**config.mk**
```make
export PLATFORM = sky130hd
export DESIGN_NAME = flght_cntrl_pid_flat
export DESIGN_NICKNAME = d
export VERILOG_FILES = /design/src/rtl/flght_cntrl_pid_if.sv /design/src/rtl/flght_cntrl_pid.sv /design/src/flat_wrapper.sv
export SDC_FILE = /design/constraint.sdc
export NUM_CORES = 1
export LEC_CHECK = 0
export ABC_AREA = 0
export ABC_CLOCK_PERIOD_IN_PS = 17280
export BUFFER_PORTS_ARGS = -buffer_cell sky130_fd_sc_hd__buf_4
export CAP_MARGIN = 20
export CELL_PAD_IN_SITES_DETAIL_PLACEMENT = 0
export CELL_PAD_IN_SITES_GLOBAL_PLACEMENT = 1
export CORE_AREA = 10 10 310 312
export DETAILED_ROUTE_END_ITERATION = 12
export DIE_AREA = 0 0 320 322
export PLACE_DENSITY_LB_ADDON = 0.12
export RECOVER_POWER = 25
export SLEW_MARGIN = 10
export SYNTH_ARGS = -nofsm -noshare
export SYNTH_HDL_FRONTEND = slang
export SYNTH_SLANG_ARGS = --single-unit
```
**constraint.sdc**
```tcl
create_clock -name clk -period 17.28 [get_ports clk]
set_clock_uncertainty 0.1 [all_clocks]
set_input_delay 2.592 -clock clk [delete_from_list [all_inputs] [get_ports clk]]
set_output_delay 2.592 -clock clk [all_outputs]
set_load 0.05 [all_outputs]
```
**src/rtl/flght_cntrl_pid_if.sv**
```systemverilog
// Bundles the inertial/command inputs and motor-speed outputs of the PID flight controller.
// master drives samples and commands; slave is the controller producing motor speeds.
interface flght_cntrl_pid_if;
    logic               vld;
    logic               arm;
    logic               inertial_cal;
    logic signed [15:0] d_ptch;
    logic signed [15:0] d_roll;
    logic signed [15:0] d_yaw;
    logic signed [15:0] ptch;
    logic signed [15:0] roll;
    logic signed [15:0] yaw;
    logic [8:0]         thrst;
    logic [10:0]        frnt_spd;
    logic [10:0]        bck_spd;
    logic [10:0]        lft_spd;
    logic [10:0]        rght_spd;
    logic               spd_vld;
    logic [1:0]         fsm_state;

    modport master (
        output vld, arm, inertial_cal, d_ptch, d_roll, d_yaw, ptch, roll, yaw, thrst,
        input  frnt_spd, bck_spd, lft_spd, rght_spd, spd_vld, fsm_state
    );

    modport slave (
        input  vld, arm, inertial_cal, d_ptch, d_roll, d_yaw, ptch, roll, yaw, thrst,
        output frnt_spd, bck_spd, lft_spd, rght_spd, spd_vld, fsm_state
    );
endinterface

```
**src/rtl/flght_cntrl_pid.sv**
```systemverilog
// Per-axis PID (P, clamped I, delayed D) mixed with thrust into four motor speeds, gated by an arm/cal/ramp FSM.
// Latency: sample vld -> err_sat next edge -> speeds + spd_vld the edge after; accepts one sample per cycle, no backpressure.
module flght_cntrl_pid #(
    parameter int          D_QUEUE_DEPTH = 14,
    parameter int          D_COEFF       = 7,
    parameter int          I_SHIFT       = 6,
    parameter int          I_LIM         = 8191,
    parameter logic [10:0] CAL_SPEED     = 11'h1B0,
    parameter logic [12:0] MIN_RUN_SPEED = 13'h200,
    parameter int          RAMP_STEP     = 8
) (
    input  logic             clk,
    input  logic             rst_n,
    flght_cntrl_pid_if.slave bus
);

    typedef enum logic [1:0] {
        IDLE = 2'd0,
        CAL  = 2'd1,
        RAMP = 2'd2,
        RUN  = 2'd3
    } state_t;

    localparam logic signed [16:0] ILIM_P   = 17'(I_LIM);
    localparam logic signed [16:0] ILIM_N   = -17'(I_LIM);
    localparam logic signed [15:0] DCOEF    = 16'(D_COEFF);
    localparam logic [11:0]        CAP_INIT = {1'b0, CAL_SPEED};
    localparam logic [11:0]        CAP_STEP = 12'(RAMP_STEP);
    localparam logic [11:0]        CAP_DONE = 12'd2047;

    state_t             state_q;
    state_t             state_d;
    logic               vld_d1;
    logic [11:0]        cap;

    logic signed [15:0] meas       [3];
    logic signed [15:0] des        [3];
    logic signed [9:0]  err_nxt    [3];
    logic signed [9:0]  err_sat    [3];
    logic signed [9:0]  dq         [3][D_QUEUE_DEPTH];
    logic signed [15:0] integ      [3];
    logic signed [16:0] integ_sum  [3];
    logic signed [15:0] integ_nxt  [3];
    logic signed [15:0] e16        [3];
    logic signed [15:0] pterm      [3];
    logic signed [10:0] ddiff      [3];
    logic signed [5:0]  dsat       [3];
    logic signed [15:0] dterm      [3];
    logic signed [15:0] ax         [3];
    logic signed [15:0] base;
    logic signed [15:0] mix        [4];
    logic [10:0]        mix_sat    [4];
    logic [10:0]        ramp_spd   [4];
    logic [10:0]        spd        [4];
    logic               spd_vld_q;

    assign meas[0] = bus.ptch;
    assign meas[1] = bus.roll;
    assign meas[2] = bus.yaw;
    assign des[0]  = bus.d_ptch;
    assign des[1]  = bus.d_roll;
    assign des[2]  = bus.d_yaw;

    function automatic logic signed [9:0] sat10(input logic signed [16:0] v);
        logic signed [9:0] r;
        if (v > 17'sd511)
            r = 10'sd511;
        else if (v < -17'sd512)
            r = 10'sh200;
        else
            r = v[9:0];
        return r;
    endfunction

    function automatic logic signed [5:0] sat6(input logic signed [10:0] v);
        logic signed [5:0] r;
        if (v > 11'sd31)
            r = 6'sd31;
        else if (v < -11'sd32)
            r = 6'sh20;
        else
            r = v[5:0];
        return r;
    endfunction

    function automatic logic [10:0] sat11(input logic signed [15:0] v);
        logic [10:0] r;
        if (v < 16'sd0)
            r = 11'd0;
        else if (v > 16'sd2047)
            r = 11'h7FF;
        else
            r = v[10:0];
        return r;
    endfunction

    // Error saturation and the clamped integrator step both use the sample being accepted.
    always_comb begin
        for (int i = 0; i < 3; i++) begin
            err_nxt[i]   = sat10($signed({meas[i][15], meas[i]}) - $signed({des[i][15], des[i]}));
            integ_sum[i] = $signed({integ[i][15], integ[i]}) + $signed({{7{err_nxt[i][9]}}, err_nxt[i]});
            if (integ_sum[i] > ILIM_P)
                integ_nxt[i] = ILIM_P[15:0];
            else if (integ_sum[i] < ILIM_N)
                integ_nxt[i] = ILIM_N[15:0];
            else
                integ_nxt[i] = integ_sum[i][15:0];
        end
    end

    always_comb begin
        for (int i = 0; i < 3; i++) begin
            e16[i]   = $signed({{6{err_sat[i][9]}}, err_sat[i]});
            pterm[i] = (e16[i] >>> 1) + (e16[i] >>> 3);
            ddiff[i] = $signed({err_sat[i][9], err_sat[i]})
                     - $signed({dq[i][D_QUEUE_DEPTH-1][9], dq[i][D_QUEUE_DEPTH-1]});
            dsat[i]  = sat6(ddiff[i]);
            dterm[i] = $signed({{10{dsat[i][5]}}, dsat[i]}) * DCOEF;
            ax[i]    = pterm[i] + dterm[i] + (integ[i] >>> I_SHIFT);
        end
    end

    always_comb begin
        base   = $signed({7'd0, bus.thrst}) + $signed({3'd0, MIN_RUN_SPEED});
        mix[0] = base - ax[0] - ax[2];
        mix[1] = base + ax[0] - ax[2];
        mix[2] = base - ax[1] + ax[2];
        mix[3] = base + ax[1] + ax[2];
        for (int m = 0; m < 4; m++) begin
            mix_sat[m]  = sat11(mix[m]);
            ramp_spd[m] = ({1'b0, mix_sat[m]} > cap) ? cap[10:0] : mix_sat[m];
        end
    end

    // Disarm overrides everything; calibration request overrides ramp completion.
    always_comb begin
        state_d = state_q;
        case (state_q)
            IDLE:    state_d = bus.inertial_cal ? CAL : RAMP;
            CAL:     if (!bus.inertial_cal) state_d = RAMP;
            RAMP: begin
                if (bus.inertial_cal)
                    state_d = CAL;
                else if (cap >= CAP_DONE)
                    state_d = RUN;
            end
            RUN:     if (bus.inertial_cal) state_d = CAL;
            default: state_d = IDLE;
        endcase
        if (!bus.arm)
            state_d = IDLE;
    end

    always_ff @(posedge clk or negedge rst_n) begin
        if (!rst_n) begin
            state_q <= IDLE;
            vld_d1  <= 1'b0;
        end else begin
            state_q <= state_d;
            vld_d1  <= bus.vld;
        end
    end

    always_ff @(posedge clk or negedge rst_n) begin
        if (!rst_n) begin
            for (int i = 0; i < 3; i++) begin
                err_sat[i] <= '0;
                integ[i]   <= '0;
                for (int j = 0; j < D_QUEUE_DEPTH; j++)
                    dq[i][j] <= '0;
            end
        end else begin
            for (int i = 0; i < 3; i++) begin
                if (bus.vld)
                    err_sat[i] <= err_nxt[i];

                if (state_d == IDLE) begin
                    for (int j = 0; j < D_QUEUE_DEPTH; j++)
                        dq[i][j] <= '0;
                end else if (bus.vld) begin
                    dq[i][0] <= err_sat[i];
                    for (int j = 1; j < D_QUEUE_DEPTH; j++)
                        dq[i][j] <= dq[i][j-1];
                end

                if (state_q != RUN || state_d == IDLE)
                    integ[i] <= '0;
                else if (bus.vld)
                    integ[i] <= integ_nxt[i];
            end
        end
    end

    // Output muxing follows the state being entered, so disarm/cal take effect on the same edge.
    always_ff @(posedge clk or negedge rst_n) begin
        if (!rst_n) begin
            cap       <= CAP_INIT;
            spd_vld_q <= 1'b0;
            for (int m = 0; m < 4; m++)
                spd[m] <= '0;
        end else begin
            spd_vld_q <= vld_d1 && (state_d == RAMP || state_d == RUN);

            if (state_d == IDLE || state_d == CAL)
                cap <= CAP_INIT;
            else if (state_d == RAMP && vld_d1)
                cap <= cap + CAP_STEP;

            for (int m = 0; m < 4; m++) begin
                case (state_d)
                    IDLE:    spd[m] <= '0;
                    CAL:     spd[m] <= CAL_SPEED;
                    RAMP:    if (vld_d1) spd[m] <= ramp_spd[m];
                    RUN:     if (vld_d1) spd[m] <= mix_sat[m];
                    default: spd[m] <= '0;
                endcase
            end
        end
    end

    assign bus.frnt_spd  = spd[0];
    assign bus.bck_spd   = spd[1];
    assign bus.lft_spd   = spd[2];
    assign bus.rght_spd  = spd[3];
    assign bus.spd_vld   = spd_vld_q;
    assign bus.fsm_state = state_q;

endmodule

```
**src/flat_wrapper.sv**
```systemverilog
// flat-port wrapper written by rule: the top's interface ports become plain ports
module flght_cntrl_pid_flat 
#(
    parameter int          D_QUEUE_DEPTH = 14,
    parameter int          D_COEFF       = 7,
    parameter int          I_SHIFT       = 6,
    parameter int          I_LIM         = 8191,
    parameter logic [10:0] CAL_SPEED     = 11'h1B0,
    parameter logic [12:0] MIN_RUN_SPEED = 13'h200,
    parameter int          RAMP_STEP     = 8
)
  (clk, rst_n, bus_vld, bus_arm, bus_inertial_cal, bus_d_ptch, bus_d_roll, bus_d_yaw, bus_ptch, bus_roll, bus_yaw, bus_thrst, bus_frnt_spd, bus_bck_spd, bus_lft_spd, bus_rght_spd, bus_spd_vld, bus_fsm_state);
  flght_cntrl_pid_if bus_i ();
  input  logic clk;
  input  logic rst_n;
  input wire logic [$bits(bus_i.vld)-1:0] bus_vld;
  input wire logic [$bits(bus_i.arm)-1:0] bus_arm;
  input wire logic [$bits(bus_i.inertial_cal)-1:0] bus_inertial_cal;
  input wire logic [$bits(bus_i.d_ptch)-1:0] bus_d_ptch;
  input wire logic [$bits(bus_i.d_roll)-1:0] bus_d_roll;
  input wire logic [$bits(bus_i.d_yaw)-1:0] bus_d_yaw;
  input wire logic [$bits(bus_i.ptch)-1:0] bus_ptch;
  input wire logic [$bits(bus_i.roll)-1:0] bus_roll;
  input wire logic [$bits(bus_i.yaw)-1:0] bus_yaw;
  input wire logic [$bits(bus_i.thrst)-1:0] bus_thrst;
  output wire logic [$bits(bus_i.frnt_spd)-1:0] bus_frnt_spd;
  output wire logic [$bits(bus_i.bck_spd)-1:0] bus_bck_spd;
  output wire logic [$bits(bus_i.lft_spd)-1:0] bus_lft_spd;
  output wire logic [$bits(bus_i.rght_spd)-1:0] bus_rght_spd;
  output wire logic [$bits(bus_i.spd_vld)-1:0] bus_spd_vld;
  output wire logic [$bits(bus_i.fsm_state)-1:0] bus_fsm_state;
  assign bus_i.vld = bus_vld;
  assign bus_i.arm = bus_arm;
  assign bus_i.inertial_cal = bus_inertial_cal;
  assign bus_i.d_ptch = bus_d_ptch;
  assign bus_i.d_roll = bus_d_roll;
  assign bus_i.d_yaw = bus_d_yaw;
  assign bus_i.ptch = bus_ptch;
  assign bus_i.roll = bus_roll;
  assign bus_i.yaw = bus_yaw;
  assign bus_i.thrst = bus_thrst;
  assign bus_frnt_spd = bus_i.frnt_spd;
  assign bus_bck_spd = bus_i.bck_spd;
  assign bus_lft_spd = bus_i.lft_spd;
  assign bus_rght_spd = bus_i.rght_spd;
  assign bus_spd_vld = bus_i.spd_vld;
  assign bus_fsm_state = bus_i.fsm_state;
  flght_cntrl_pid #(.D_QUEUE_DEPTH(D_QUEUE_DEPTH), .D_COEFF(D_COEFF), .I_SHIFT(I_SHIFT), .I_LIM(I_LIM), .CAL_SPEED(CAL_SPEED), .MIN_RUN_SPEED(MIN_RUN_SPEED), .RAMP_STEP(RAMP_STEP)) u_core (.clk(clk), .rst_n(rst_n), .bus(bus_i));
endmodule
```
==> metrics.md <==
| Metric | Value |
|---|---|
| CTS Buf Count | 66 |
| Arrival time worst endpoint | roughly 14 ns |
| Area growth syn-to-layout | 11.0% |
| Die boundary width | 320 um |
| FF-to-FF Start | u_core.e16[0] |
| Worst-skew pair later-pin latency | approximately 0.6 ns |
| Asr flop ratio synth | 1.00 |
| Layout fillers | roughly 8600 |
| Min cycle time layout | ~13 ns |
| Die area | between 100000 and 150000 sq um |
| Global-route wire length before repair | roughly 160 mm |
| Total core area | about 90000 sq um |
| YS warnings | 0 |
| H-tree depth | 3 |
| Nets@finish | around 4800 |
| Run status | finished, violations left |
| Post-CTS Setup Bufs | 0 |
| Synthesized area | ~40000 sq um |
| Root Buffer | clkbuf_16 |
| Antenna diode count | 0 |
| Final WS setup | ~4.2 ns |
| GRT Resource Usage Total | 0.187 |
| Die Y | 322 um |
| Synth unique cells | a little over 80 |
| Final Hold Viols | 0 |
| Violated checks | capacitance limit, slew limit |
| Count of input and output buffers | 156 |
| Synthesized instance count | 4154 |
| Drc violations | 0 |
| Required time of the worst setup path | 17.70 ns |
| DRT iter0 DRCs | 1950 |
| Number of global-route vias before repair | slightly below 30000 |
| Setup TNS | 0 ns |
| Hold-fix buffers, CTS | 0 |
| # IOs | 157 |
| Crit-path max cell delay | approximately 0.82 ns |
| Critical path endpoint category | register |
| Clock-pin slew on the worst setup and hold paths | about 0.060 ns |
| Largest cells by area after synthesis | dfrtp_1, mux2i_1, ha_1 |
| WL per Instance | approximately 18 um |
| Vias/cell | roughly 5.4 |
| Worst relative slew slack | -2.77 |
| Crit-path slowest cell | o211ai_1 |
| Max frequency | 76.3 MHz |
| Ys flop type | dfrtp_1 |
| Max-cap violations | 6 |
| Share of cells above drive strength 1 | 0.0733 |
| Final ANT Viol Nets | 0 |
| Overflow after GRT | 0 |
| Largest net degree at the start of global routing | between 150 and 200 |
| Post_cts resized | 0 |
| Dominant cell type by area after synthesis | dfrtp_1 |
| Placer Congestion | roughly 0.87 |
| Hold crit path type | register to register |
| FP Rows | 110 |
| CTS tree | done |
| Crit path launch type | register |
| Synth top area share | 0.343 |
| Sequential element share of the synthesized area | 0.346 |
| Number of synthesized flops with an enable pin | 0 |
| HPWL Detailed | 72.5 mm |
| Pre-CTS WS | around 4.2 ns |
| Synthesized net count | around 4700 |
| Start point of the critical path | u_core.e16[0] |
| Initial Util | 0.449 |
| Routed WL | approximately 100 mm |
| Avg Inst Size Synth | about 9.7 sq um |
| Crit path kind | register to register |
| Hold Crit Start | u_core.bus.frnt_spd[6] |
| Critical path peak fanout | 12 |
| Initial antenna violation count | 1 |
| Vias | just under 30000 |
| Slew Limit Fails | between 400 and 500 |
| Crit share post-route | 0.759 |
| FF+latch count, synth | roughly 560 |
| First-pass detailed-route iteration total | 5 |
| RSZ-0062 raised after global routing | false |
| TritonCTS Sinks | 555 |
| Slew @ Worst Pin | 5.65 ns |
| Final Setup Violations | 0 |
| Clk buf depth | 3 |
[path summary, 6_finish.rpt]
| kind | end | slack (ns) | cells after the start |
|---|---|---|---|
| setup / recovery | u_core.bus.bck_spd[10] | 4.17 | 51 |
| hold / removal | u_core.bus.frnt_spd[6] | 0.38 | 2 |
| setup reg to reg | u_core.bus.bck_spd[10] | 4.17 | 51 |
| hold reg to reg | u_core.bus.frnt_spd[6] | 0.38 | 2 |
| max in group asynchronous | u_core.dq[42] | 8.42 | 4 |
| min in group asynchronous | u_core.bus.bck_spd[0] | 3.06 | 1 |
[cell usage in the layout, fill, tap and decap left out, types with 30 or more instances in the layout]
cell       netlist  routed
inv_1          378     378
clkbuf_16        0      66
xnor2_1        138     138
o211ai_1        30      30
nor2_1         161     161
ha_1           330     330
buf_4            1     158
o31ai_1         30      30
fa_1            92      92
o21bai_1        42      42
nand2_1        165     165
nand2b_1        36      36
mux2i_1        435     435
a21o_1          88      88
nand3_1         62      62
dfrtp_1        551     551
clkbuf_1       118      39
o21a_1          57      57
nor3_1          52      52
xor2_1          61      61
a31oi_1         41      41
o21ai_0        169     168
nor2b_1        465     465
a21oi_1        192     192
[critical path: cells and delay by family (launching register included)]
family / cells / cell delay [ns]
flip-flops: 1 / 0.39
buffers and inverters: 5 / 0.35
adder cells (fa/ha/maj): 9 / 3.08
AND/OR/NAND/NOR: 7 / 1.32
AO/OA/AOI/OAI: 28 / 7.29
XOR/XNOR: 2 / 0.48
[cell usage after synthesis (all sizes together) (18+ instances only)]
cell type and number:
nand2b 36, nor3 52, nand2 165, dfrtp 551
nor2 161, o311ai 18, o21bai 42, a21boi 19
xor2 62, nand3 62, nor4 19, and3 23
ha 330, xnor2 138, o21ai 175, nor2b 465
nand4 28, mux2i 435, buf 39, a21oi 192
and2 19, a21o 88, o21a 57, clkbuf 118
fa 92, o31ai 30, o211ai 30, or3 27
inv 379, a31oi 42, a211oi 30
[registers in the layout (all words and copies together) (netlist names), 2 cells and up]
signal and flops:
u_core.integ 48, u_core.bus.lft_spd 11, u_core.bus.fsm_state 2, u_core.cap 9, u_core.bus.bck_spd 11, u_core.e16 30
u_core.dq 420, u_core.bus.rght_spd 11, u_core.bus.frnt_spd 11
[area by class of cell]
type	instances	area [sq um]	share of cell area
clock inverter	25	392	0.00878
sequential	555	13900	0.311
clock buffer	90	1840	0.0413
tap	1176	1470	0.0330
timing repair buffer	184	1300	0.0291
inverter	381	1430	0.0321
multi-input combinational	3061	24300	0.544
[metrics by stage]
step	hold slack (ns)	cell area, sq um	util	instances
2_1_floorplan	0.355	40200	-	4154
3_3_place_gp	0.370	42500	0.474	5355
6_report	0.384	44600	0.498	5472
5_1_grt	0.426	44600	0.498	5472
3_5_place_dp	0.374	42500	0.474	5355
4_1_cts	0.389	44700	0.499	5470
[per-layer routing]
layer  up-vias  routed length (um)  track usage
li1      14700                   -            -
met1     14000               47300        0.258
met2       506               44800        0.305
met3       124                3620       0.0280
met4         0                2250       0.0466
met5         -                   0            0
[kinds of logic (layout without fill, tap and decap cells)]
kind of cell / after synthesis / after routing / synth area share
compound gates: 871 / 871 / 0.146
xor+xnor: 202 / 202 / 0.0452
fa+ha+maj: 422 / 422 / 0.149
buf+inv: 538 / 680 / 0.0503
flops: 555 / 555 / 0.346
mux: 441 / 441 / 0.110
simple gates: 1125 / 1125 / 0.154
Power is not shown: default switching activity piles up to over one toggle a cycle in this logic, so the estimate is an artifact.
